--- config.mk ---
export PLATFORM = sky130hd
export DESIGN_NAME = std_div_pipe
export DESIGN_NICKNAME = d
export VERILOG_FILES = /design/src/rtl/std_div_pkg.sv /design/src/rtl/std_div_pipe.sv
export SDC_FILE = /design/constraint.sdc
export NUM_CORES = 1
export LEC_CHECK = 0
export BUFFER_PORTS_ARGS = -buffer_cell sky130_fd_sc_hd__buf_2
export CORE_ASPECT_RATIO = 0.5
export CORE_MARGIN = 5
export CORE_UTILIZATION = 45
export CTS_CLUSTER_SIZE = 16
export DETAILED_ROUTE_END_ITERATION = 16
export GPL_ROUTABILITY_DRIVEN = 0
export PLACE_DENSITY_LB_ADDON = 0.12
export SLEW_MARGIN = 20
export SYNTH_ARGS = -nofsm -noshare
export SYNTH_HDL_FRONTEND = slang
export SYNTH_SLANG_ARGS = --single-unit
--- constraint.sdc ---
create_clock -name clk -period 2.6 [get_ports clk]
set_input_delay 0 -clock clk [delete_from_list [all_inputs] [get_ports clk]]
set_output_delay 0 -clock clk [all_outputs]
set_load 0.05 [all_outputs]
--- src/rtl/std_div_pkg.sv ---
// Shared types for the iterative restoring divider.
package std_div_pkg;

  typedef enum logic [1:0] {
    IDLE = 2'd0,
    BUSY = 2'd1,
    DONE = 2'd2
  } div_state_t;

endpackage

--- src/rtl/std_div_pipe.sv ---
// Multi-cycle restoring divider: one quotient bit per clock, optional
// two's-complement mode with truncation toward zero.
module std_div_pipe
  import std_div_pkg::*;
#(
  parameter int width       = 32,
  parameter bit signed_mode = 1'b0
) (
  input  logic             clk,
  input  logic             reset,
  input  logic             go,
  input  logic [width-1:0] left,
  input  logic [width-1:0] right,
  output logic [width-1:0] out_quotient,
  output logic [width-1:0] out_remainder,
  output logic             done,
  output div_state_t       dbg_state
);

  // Handshake: go is sampled only while IDLE, together with left/right;
  // done is high for exactly one cycle (the DONE state) right after the
  // outputs were loaded. go outside IDLE is dropped, never queued.

  localparam int CW = $clog2(width) + 1;

  div_state_t       state_q, state_d;
  logic [CW-1:0]    cnt_q;
  logic [width-1:0] rem_q, dvd_q, dvs_q;
  logic             neg_quo_q, neg_rem_q;

  logic             left_neg, right_neg;
  logic [width-1:0] left_mag, right_mag;
  logic [width:0]   rem_shift, rem_diff;
  logic             q_bit, last_step;
  logic [width-1:0] rem_step, dvd_step, quo_final, rem_final;

  // Magnitudes use plain width-bit negation, so |MIN| stays MIN and is
  // then read as the correct unsigned magnitude.
  always_comb begin
    left_neg  = signed_mode && left[width-1];
    right_neg = signed_mode && right[width-1];
    left_mag  = left_neg  ? -left  : left;
    right_mag = right_neg ? -right : right;
  end

  // One restoring step; the dividend register fills with quotient bits.
  always_comb begin
    rem_shift = {rem_q, dvd_q[width-1]};
    rem_diff  = rem_shift - {1'b0, dvs_q};
    q_bit     = (rem_shift >= {1'b0, dvs_q});
    rem_step  = q_bit ? rem_diff[width-1:0] : rem_shift[width-1:0];
    dvd_step  = {dvd_q[width-2:0], q_bit};
    quo_final = neg_quo_q ? -dvd_step : dvd_step;
    rem_final = neg_rem_q ? -rem_step : rem_step;
    last_step = (cnt_q == CW'(width - 1));
  end

  always_ff @(posedge clk) begin
    if (reset) state_q <= IDLE;
    else       state_q <= state_d;
  end

  always_comb begin
    state_d = state_q;
    case (state_q)
      IDLE:    if (go) state_d = (right == '0) ? DONE : BUSY;
      BUSY:    if (last_step) state_d = DONE;
      DONE:    state_d = IDLE;
      default: state_d = IDLE;
    endcase
  end

  always_ff @(posedge clk) begin
    if (reset) begin
      cnt_q         <= '0;
      rem_q         <= '0;
      dvd_q         <= '0;
      dvs_q         <= '0;
      neg_quo_q     <= 1'b0;
      neg_rem_q     <= 1'b0;
      out_quotient  <= '0;
      out_remainder <= '0;
    end else begin
      case (state_q)
        IDLE: begin
          if (go) begin
            if (right == '0) begin
              out_quotient  <= '1;
              out_remainder <= left;
            end else begin
              dvd_q     <= left_mag;
              dvs_q     <= right_mag;
              rem_q     <= '0;
              cnt_q     <= '0;
              neg_quo_q <= left_neg ^ right_neg;
              neg_rem_q <= left_neg;
            end
          end
        end
        BUSY: begin
          rem_q <= rem_step;
          dvd_q <= dvd_step;
          cnt_q <= cnt_q + 1'b1;
          if (last_step) begin
            out_quotient  <= quo_final;
            out_remainder <= rem_final;
          end
        end
        default: ;
      endcase
    end
  end

  assign done      = (state_q == DONE);
  assign dbg_state = state_q;

endmodule

==> After elaboration in Yosys (flattened, before gate mapping) <==
Index checks and enable logic that the tools add are counted.
{ "word_totals": {"ff_bits": 168} }
{ "classes": {"bitwise": 1, "order_cmp": 1, "n_eq_ne": 7, "n_mux": 22, "n_reduce_logical": 7, "n_addsub": 2} }
{ "ops": {"columns": ["cell", "count"], "rows": [
  ["$mux 32", 11],
  ["$pmux 32 s2", 4],
  ["$ge 33x32->1", 1],
  ["$logic_not 32->1", 1],
  ["$sub 32x32->32", 1],
  ["$mux 6", 2],
  ["$pmux 6 s2", 1],
  ["$ne 2x2->1 const B", 4],
  ["$add 6x1->6 const B", 1],
  ["$eq 6x5->1 const B", 1],
  ["$mux 2", 3],
  ["$reduce_and 3->1", 2],
  ["$pmux 2 s2", 1],
  ["$reduce_and 4->1", 1],
  ["$eq 2x1->1 const B", 1],
  ["$eq 2x2->1 const B", 1],
  ["$logic_not 2->1", 1],
  ["$reduce_and 2->1", 1],
  ["$reduce_bool 2->1", 1],
  ["$not 1->1", 1]
]} }

==> Logic depth before layout (Yosys ltp) <==
Gate-level depths: netlist of the first run.
{ "logic_depth": {"depth_word": 4, "ltp_mapped": 12, "depth_no_buf": 12} }

==> Worst setup path before layout of the first run <==
OpenSTA, ideal clock, no wires.
{ "synth_timing": {"kind": "register -> register", "startpoint": "register dvd_q[31]", "endpoint": "register out_remainder[28]", "t_arrival_ns": 2.401, "path_stages_with_launch": 13, "n_path_buf": 0, "path_slack_ns": 0.118, "synth_period_minus_slack_ns": 2.482, "cell_sequence": "dfxtp_1 > inv_1 > ha_1 > inv_1 > fa_1 > a21oi_1 > o211ai_1 > a211oi_1 > o21a_1 > o21a_1 > mux2i_1 > o21ai_0 > a41oi_1"} }
{ "synth_via": {"elab_chain_len": 4, "word_cells_on_any_way": 5} }
{ "synth_lines": {"columns": ["element", "line_no", "text"], "rows": [
  ["start, declared", "std_div_pipe.sv:28", "logic [width-1:0] rem_q, dvd_q, dvs_q;"],
  ["start signal, assigned", "std_div_pipe.sv:91", "dvd_q <= left_mag;"],
  ["start signal, assigned", "std_div_pipe.sv:102", "dvd_q <= dvd_step;"],
  ["$sub 32x32->32 or $ge 33x32->1 (tied branches)", "std_div_pipe.sv:49, std_div_pipe.sv:50", null],
  ["$mux 32 (*)", "std_div_pipe.sv:51", "rem_step = q_bit ? rem_diff[width-1:0] : rem_shift[width-1:0];"],
  ["$mux 32 (*)", "std_div_pipe.sv:104", "if (last_step) begin"],
  ["$pmux 32 s2 (*)", "std_div_pipe.sv:84", "case (state_q)"],
  ["end signal, assigned", "std_div_pipe.sv:89", "out_remainder <= left;"],
  ["end signal, assigned", "std_div_pipe.sv:106", "out_remainder <= rem_final;"],
  ["end, declared", "std_div_pipe.sv:15", "output logic [width-1:0] out_remainder,"]
]} }
Mark *: on every way between the ends. The rest lies on a longest branch, timed or not. The select of a mux whose other input is x is not followed.
A chain may end at the register's enable or synchronous reset.

==> Worst setup path in the final report of the first run <==
{ "layout_timing": {"startpoint": "register dvs_q[8]", "endpoint": "register out_remainder[12]"} }
{ "layout_via": {"elab_chain_len": 4, "word_cells_on_any_way": 5} }
{ "layout_lines": {"columns": ["element", "line_no", "text"], "rows": [
  ["start, declared", "std_div_pipe.sv:28", null],
  ["start signal, assigned", "std_div_pipe.sv:92", "dvs_q <= right_mag;"],
  ["$sub 32x32->32 or $ge 33x32->1 (tied branches)", "std_div_pipe.sv:49, std_div_pipe.sv:50", null],
  ["$mux 32 (*)", "std_div_pipe.sv:51", null],
  ["$mux 32 (*)", "std_div_pipe.sv:104", null],
  ["$pmux 32 s2 (*)", "std_div_pipe.sv:84", null]
]} }
Marked as above.

==> impl_metrics.json, run 1 <==
{
  "leakage_nw": 5.26,
  "path_clk_slew_ns": 0.08,
  "track_usage": 0.254,
  "status": "complete, but fails checks",
  "ys_seq_area_frac": 0.393,
  "grt_max_degree": 70,
  "die_w_um": 205,
  "vias": 9033,
  "cp-end-kind": "flop",
  "arrival_ns": 3.02,
  "cpMaxStageDelayCell": "o31a_1",
  "cp_top_family": "compound AO/OA/AOI/OAI gates",
  "tightest_slew_ns": 0.824,
  "drv_cap": 0,
  "crit_buf_inv": 4,
  "nets": 1447,
  "timing.final.crit_period_ns": 2.71,
  "drc": 0,
  "drt-total-wl_mm": 29.7,
  "violations": "negative setup slack",
  "ant_nets": 0,
  "cp_cell_sequence": "inv_2 -> ha_4 -> buf_6 -> nand3_4 -> a211oi_4 -> o21ai_2 -> o31a_1 -> nand2_4 -> a31oi_4 -> buf_6 -> clkbuf_16 -> a22oi_2 -> a311oi_2",
  "drtIter0Drc": 818,
  "ys.flop_type": "dfxtp_1",
  "netlist_area_um2": 8560,
  "async_flop_share": 0,
  "ys_types": 60,
  "yosysMostFrequentCell": "dfxtp_1",
  "syn_avg_cell_area_um2": 8.15,
  "instances_no_fill": 1618,
  "yosys-top-cells-area": "dfxtp_1 39%, nor2_1 6.4%, a311oi_1 5.5%",
  "wl_per_cell_um": 18.4,
  "rows": 35,
  "synth_cells": 1051,
  "dp_worst_setup_slack_ns": -0.210,
  "cp_max_fo": 5,
  "critPathKind": "reg2reg",
  "fmax_ghz": 0.369,
  "final.period_utilization": 1.04,
  "start_kind": "flop",
  "p_per_area_nw_per_um2": 1360,
  "place_inst": 1495,
  "die-area_um2": 22100,
  "fin_util": 0.679,
  "synth_top_area_share": 0.393,
  "worstSkewPairLatency_ns": 0.44,
  "ys_warn_count": 0,
  "hold_class": "in2reg",
  "clock_skew_ns": 0.0163,
  "grt.overflow.total": 0,
  "setup_viol_count_final": 21,
  "critical_path_required_ns": 2.91,
  "h-tree-depth": 4,
  "post-synth-top-area-cell": "dfxtp_1",
  "hold_viol_final": 0,
  "dp_hpwl_mm": 20.1,
  "ir_drop_v": 0.000887,
  "synthTopCellsByCount": "168 x dfxtp_1, 145 x nor2_1, 125 x nand2_1",
  "diodes": 0,
  "core-area_um2": 18600,
  "cts-root-buf": "clkbuf_16",
  "ios": 134,
  "rsz0062_at_grt": "true",
  "crit_top_cell": "buf_6",
  "area_delta_synth_final_pct": 47.1,
  "syn_nets": 1152,
  "drv_slew": 0,
  "relSlewSlack": 0.451,
  "io_buffers": 133,
  "grt_pass1_wl_mm": 44.8,
  "clk_path_buf_depth": 2,
  "layout_setup_ws_ns": -0.111,
  "dr.pass1.iters": 5,
  "drive_gt1_frac": 0.350,
  "start_util": 0.461,
  "numClockSinks": 168,
  "ys_seq_elements": 168,
  "synth_edf_count": 0,
  "routed_via_density": 5.58,
  "grt_pass1_vias": 8351,
  "cts_buffers": 17,
  "die_h_um": 108,
  "critPathMaxStageDelay_ns": 0.36,
  "cts_tree": "done",
  "antenna_found_initial": 0
}
[area by class of cell]
type                       instances  area, µm²
fill                            1485       5970
multi-input combinational        763       5530
sequential                       168       3400
timing repair buffer             346       2590
clock buffer                      20        447
tap                              259        324
inverter                          50        188
clock inverter                    12        111
[power breakdown]
group | internal (mW) | switching, mW | leakage [nW] | total (mW)
Combinational | 5.41 | 5.93 | 3.62 | 11.3
Sequential | 2.89 | 0.405 | 1.38 | 3.30
Clock | 1.28 | 1.20 | 0.268 | 2.48
Total | 9.59 | 7.53 | 5.26 | 17.1
[layer usage]
layer / share of wire / track usage
met1: 0.47 / 0.381
met2: 0.42 / 0.360
met3: 0.092 / 0.0617
met4: 0.017 / 0.0678
met5: 0 / 0
[repair_timing]
item / CTS / global route
resized for setup: 30 / 146
endpoints found under the hold margin: 94 / 0
hold buffers: 64 / 0
buffers inserted: 4 / 19
cloned: 2 / 2
pin swaps: 13 / 59
endpoints found under the setup margin: 56 / 66
[flip-flops by register name, summed over array words and instances, names as in the netlist]
signal / count
dvs_q: 32
rem_q: 32
dbg_state: 2
dvd_q: 32
cnt_q: 6
out_remainder: 32
out_quotient: 32
[logic make-up (layout without fill, tap and decap cells)]
logic type | Yosys count | count (layout) | share of synthesized area
compound gates | 257 | 260 | 0.220
xor+xnor | 26 | 26 | 0.0266
fa+ha+maj | 34 | 34 | 0.0505
buf+inv | 123 | 428 | 0.0603
flops | 168 | 168 | 0.393
mux | 34 | 34 | 0.0397
simple gates | 409 | 409 | 0.210
[cell usage in the layout (no fill, tap or decap), types with 22 or more instances in the layout]
master           n
buf_2          132
dlygate4sd3_1   64
dfxtp_1        145
mux2i_1         34
inv_1           44
nand2_1        122
buf_4          130
ha_4            25
nor3_1          66
nor2_1         142
a21oi_1         55
a22oi_2         22
a311oi_1        50
[through the flow]
stage / hold slack (ns) / instance area (µm²) / TNS [ns] / power [mW]
2_1_floorplan: 0.144 / 8560 / 0 / 8.38
3_3_place_gp: 0.245 / 10300 / -1.71 / 11.3
3_5_place_dp: 0.256 / 10300 / -3.79 / 11.4
4_1_cts: 0.108 / 11700 / -0.00742 / 14.6
5_1_grt: 0.152 / 12600 / -5.04 / 18.0
6_report: 0.131 / 12600 / -0.917 / 17.1
[path summary, 6_finish.rpt]
path                                       start           endpoint  slack [ns]  cells after the start
worst max-delay path                    dvs_q[8]  out_remainder[12]       -0.11                     13
worst min-delay path                       reset       dbg_state[1]        0.13                      2
worst max register to register          dvs_q[8]  out_remainder[12]       -0.11                     13
worst min register to register  out_quotient[23]   out_quotient[23]        0.49                      2
Note: power is estimated with default switching activity, not from simulation.
==> run 2: changes to the inputs <==
Settings changed: ABC_AREA set to 1, CORE_UTILIZATION 45 to 40.
==> run 2 against run 1 <==
Net effect: the run now ends clean; via count rose by 18%; area after synthesis rose by 18%; sequential power fell by 12%; die area rose by 31%; largest cell class unchanged; combinational power fell by 82%.
==> impl_metrics.json, run 2 <==
{
  "fmax_ghz": 0.408,
  "wl_met1_mm": 16.5,
  "h-tree-depth": 4,
  "cts_tree": "done",
  "ys_seq_elements": 168,
  "layout_commonest_cell": "nand2_1",
  "start_util": 0.404,
  "p_per_area_nw_per_um2": 606,
  "critical_path_required_ns": 2.99,
  "synth_xor_area_frac": 0.0138,
  "async_flop_share": 0,
  "finalPower_mw": 7.46,
  "synth_top_family_by_area": "simple AND/OR/NAND/NOR gates",
  "syn_nets": 1698,
  "ys_seq_area_frac": 0.332,
  "cp-end-kind": "flop",
  "leakage_nw": 6.35,
  "cp_max_fo": 17,
  "synth_top_area_share": 0.332,
  "drv_slew": 0,
  "drt-total-wl_mm": 33.5,
  "setup_viol_count_final": 0,
  "synth-simple-area-share": 0.369,
  "drive_gt1_frac": 0.137,
  "clkPwrFrac": 0.332,
  "routed_via_density": 5.02,
  "relSlewSlack": 0.581,
  "diodes": 0,
  "track_usage": 0.231,
  "tightest_slew_ns": 0.629,
  "wl_met3_mm": 2.06,
  "yosysMostFrequentCell": "nand2_1",
  "cpMaxStageDelayCell": "ha_1",
  "nets": 1858,
  "grt_pass1_wl_mm": 53.6,
  "cp_cell_sequence": "ha_1 -> nand2_1 -> nor2_1 -> inv_1 -> nor2_1 -> and3_4 -> nor2_8 -> nand2_8 -> buf_12 -> nand3_2 -> nand3_1 -> nand2_1 -> inv_1",
  "drtIter0Drc": 999,
  "arrival_ns": 2.84,
  "path_clk_slew_ns": 0.07,
  "worstSkewPairLatency_ns": 0.44,
  "synth_edf_count": 0,
  "hold_viol_final": 0,
  "synthAdderAreaFrac": 0.0427,
  "synth_compound_area_frac": 0.115,
  "post-synth-top-area-cell": "dfxtp_1",
  "hold_class": "in2reg",
  "grt_max_degree": 98,
  "clock_skew_ns": 0.00990,
  "drc": 0,
  "drv_cap": 0,
  "highest_layer": "met4",
  "die-area_um2": 28800,
  "yosys-mux-area-fraction": 0,
  "die_h_um": 123,
  "synth_cells": 1597,
  "seq_power_share": 0.389,
  "antenna_found_initial": 0,
  "final.period_utilization": 0.943,
  "dp_hpwl_mm": 25.1,
  "dr.pass1.iters": 6,
  "postCtsSetupBuffers": 0,
  "p_switching_mw": 2.73,
  "rsz0062_at_grt": "false",
  "p_int_mw": 4.73,
  "wl_per_cell_um": 15.8,
  "syn_avg_cell_area_um2": 6.34,
  "io_buffers": 133,
  "ys_warn_count": 0,
  "synthTopCellsByCount": "422 x nand2_1, 238 x inv_1, 176 x nor2_1",
  "netlist_area_um2": 10100,
  "area_delta_synth_final_pct": 21.5,
  "core-area_um2": 25100,
  "cts-root-buf": "clkbuf_16",
  "swShare": 0.366,
  "layout_common_cells": "420 x nand2_1, 236 x inv_1, 176 x nor2_1",
  "start_kind": "flop",
  "cts_buffers": 17,
  "yosys-top-cells-area": "dfxtp_1 33%, nand2_1 16%, inv_1 8.8%",
  "ys.flop_type": "dfxtp_1",
  "pwr-share-comb": 0.279,
  "status": "finished, final reports clean",
  "numClockSinks": 168,
  "critPathMaxStageDelay_ns": 0.45,
  "timing.final.crit_period_ns": 2.45,
  "clk_path_buf_depth": 2,
  "ant_nets": 0,
  "grt_pass1_vias": 9825,
  "ys_types": 36,
  "grt.overflow.total": 0,
  "fin_setup_tns_ns": 0,
  "die_w_um": 235,
  "vias": 10600,
  "rows": 41,
  "ios": 134,
  "wl_met2_mm": 14.1,
  "ir_drop_v": 0.000392,
  "critPathKind": "reg2reg"
}
run 2: cell count changes in the layout (fill, tap and decap cells not counted), moves of 33 or more:
cell and change:
o21ai_0 +79, a21oi_1 +33, nand2_1 +298, mux2i_1 -34
nand3_1 +91, a311oi_1 -50, inv_1 +192, nor2_1 +34
buf_4 -115
run 2: stage by stage:
step | util | setup slack, ns | hold slack, ns | instance area, µm² | std cells
floorplan | - | 0.567 | 0.161 | 10100 | 1597
global placement | 0.443 | 0.179 | 0.286 | 11100 | 2019
detailed placement | 0.443 | 0.101 | 0.290 | 11100 | 2019
CTS | 0.490 | 0.0810 | 0.00686 | 12300 | 2114
global route | 0.491 | 0.00563 | 0.000412 | 12300 | 2114
finish | 0.491 | 0.147 | 0.0331 | 12300 | 2114
run 2: layer usage:
| layer | GRT usage | vias up |
|---|---|---|
| met3 | 0.0483 | 62 |
| met4 | 0.0758 | 0 |
| met5 | 0 | - |
| li1 | - | 5390 |
| met2 | 0.348 | 298 |
| met1 | 0.331 | 4865 |
run 2: worst paths after layout:
check / start / to / slack [ns] / cells past startpoint
max reg2reg: rem_q[23] / out_remainder[2] / 0.15 / 13
min: go / dbg_state[0] / 0.03 / 5
min reg2reg: dvs_q[5] / dvs_q[5] / 0.46 / 2
max: rem_q[23] / out_remainder[2] / 0.15 / 13
run 2: kinds of logic after synthesis:
group / Yosys count
and+or+nand+nor: 836
xor gates and xnor gates: 16
AOI/OAI and AO/OA: 222
DFF: 168
buffers and inverters: 321
adders and majority gates: 34
run 2: layout make-up:
cell class                 instances  area (µm²)
fill                            2636       12800
multi-input combinational       1108        5500
sequential                       168        3360
timing repair buffer             219        1560
inverter                         243         912
clock buffer                      22         454
tap                              344         430
clock inverter                    10        96.3
run 2: power by group through the flow:
stage	Clock (mW)	Sequential [mW]	Combinational, mW
after floorplan	0	3.25	1.11
after global placement	0	2.96	1.96
after detailed placement	0	2.96	1.97
after CTS	2.52	2.90	2.05
after global routing	2.65	2.93	2.29
final	2.47	2.90	2.08
run 2: worst max-delay path: cells and delay by family (launching register included):
kind / cells / cell delay [ns]
fa+ha+maj: 1 / 0.45
buf+inv: 3 / 0.34
flops: 1 / 0.35
simple gates: 9 / 1.24
run 2: repair_timing:
item                                    CTS  global route
endpoints found under the setup margin    0            18
resized for setup                         0             6
hold buffers                             63             0
hold endpoints to repair                 95             0
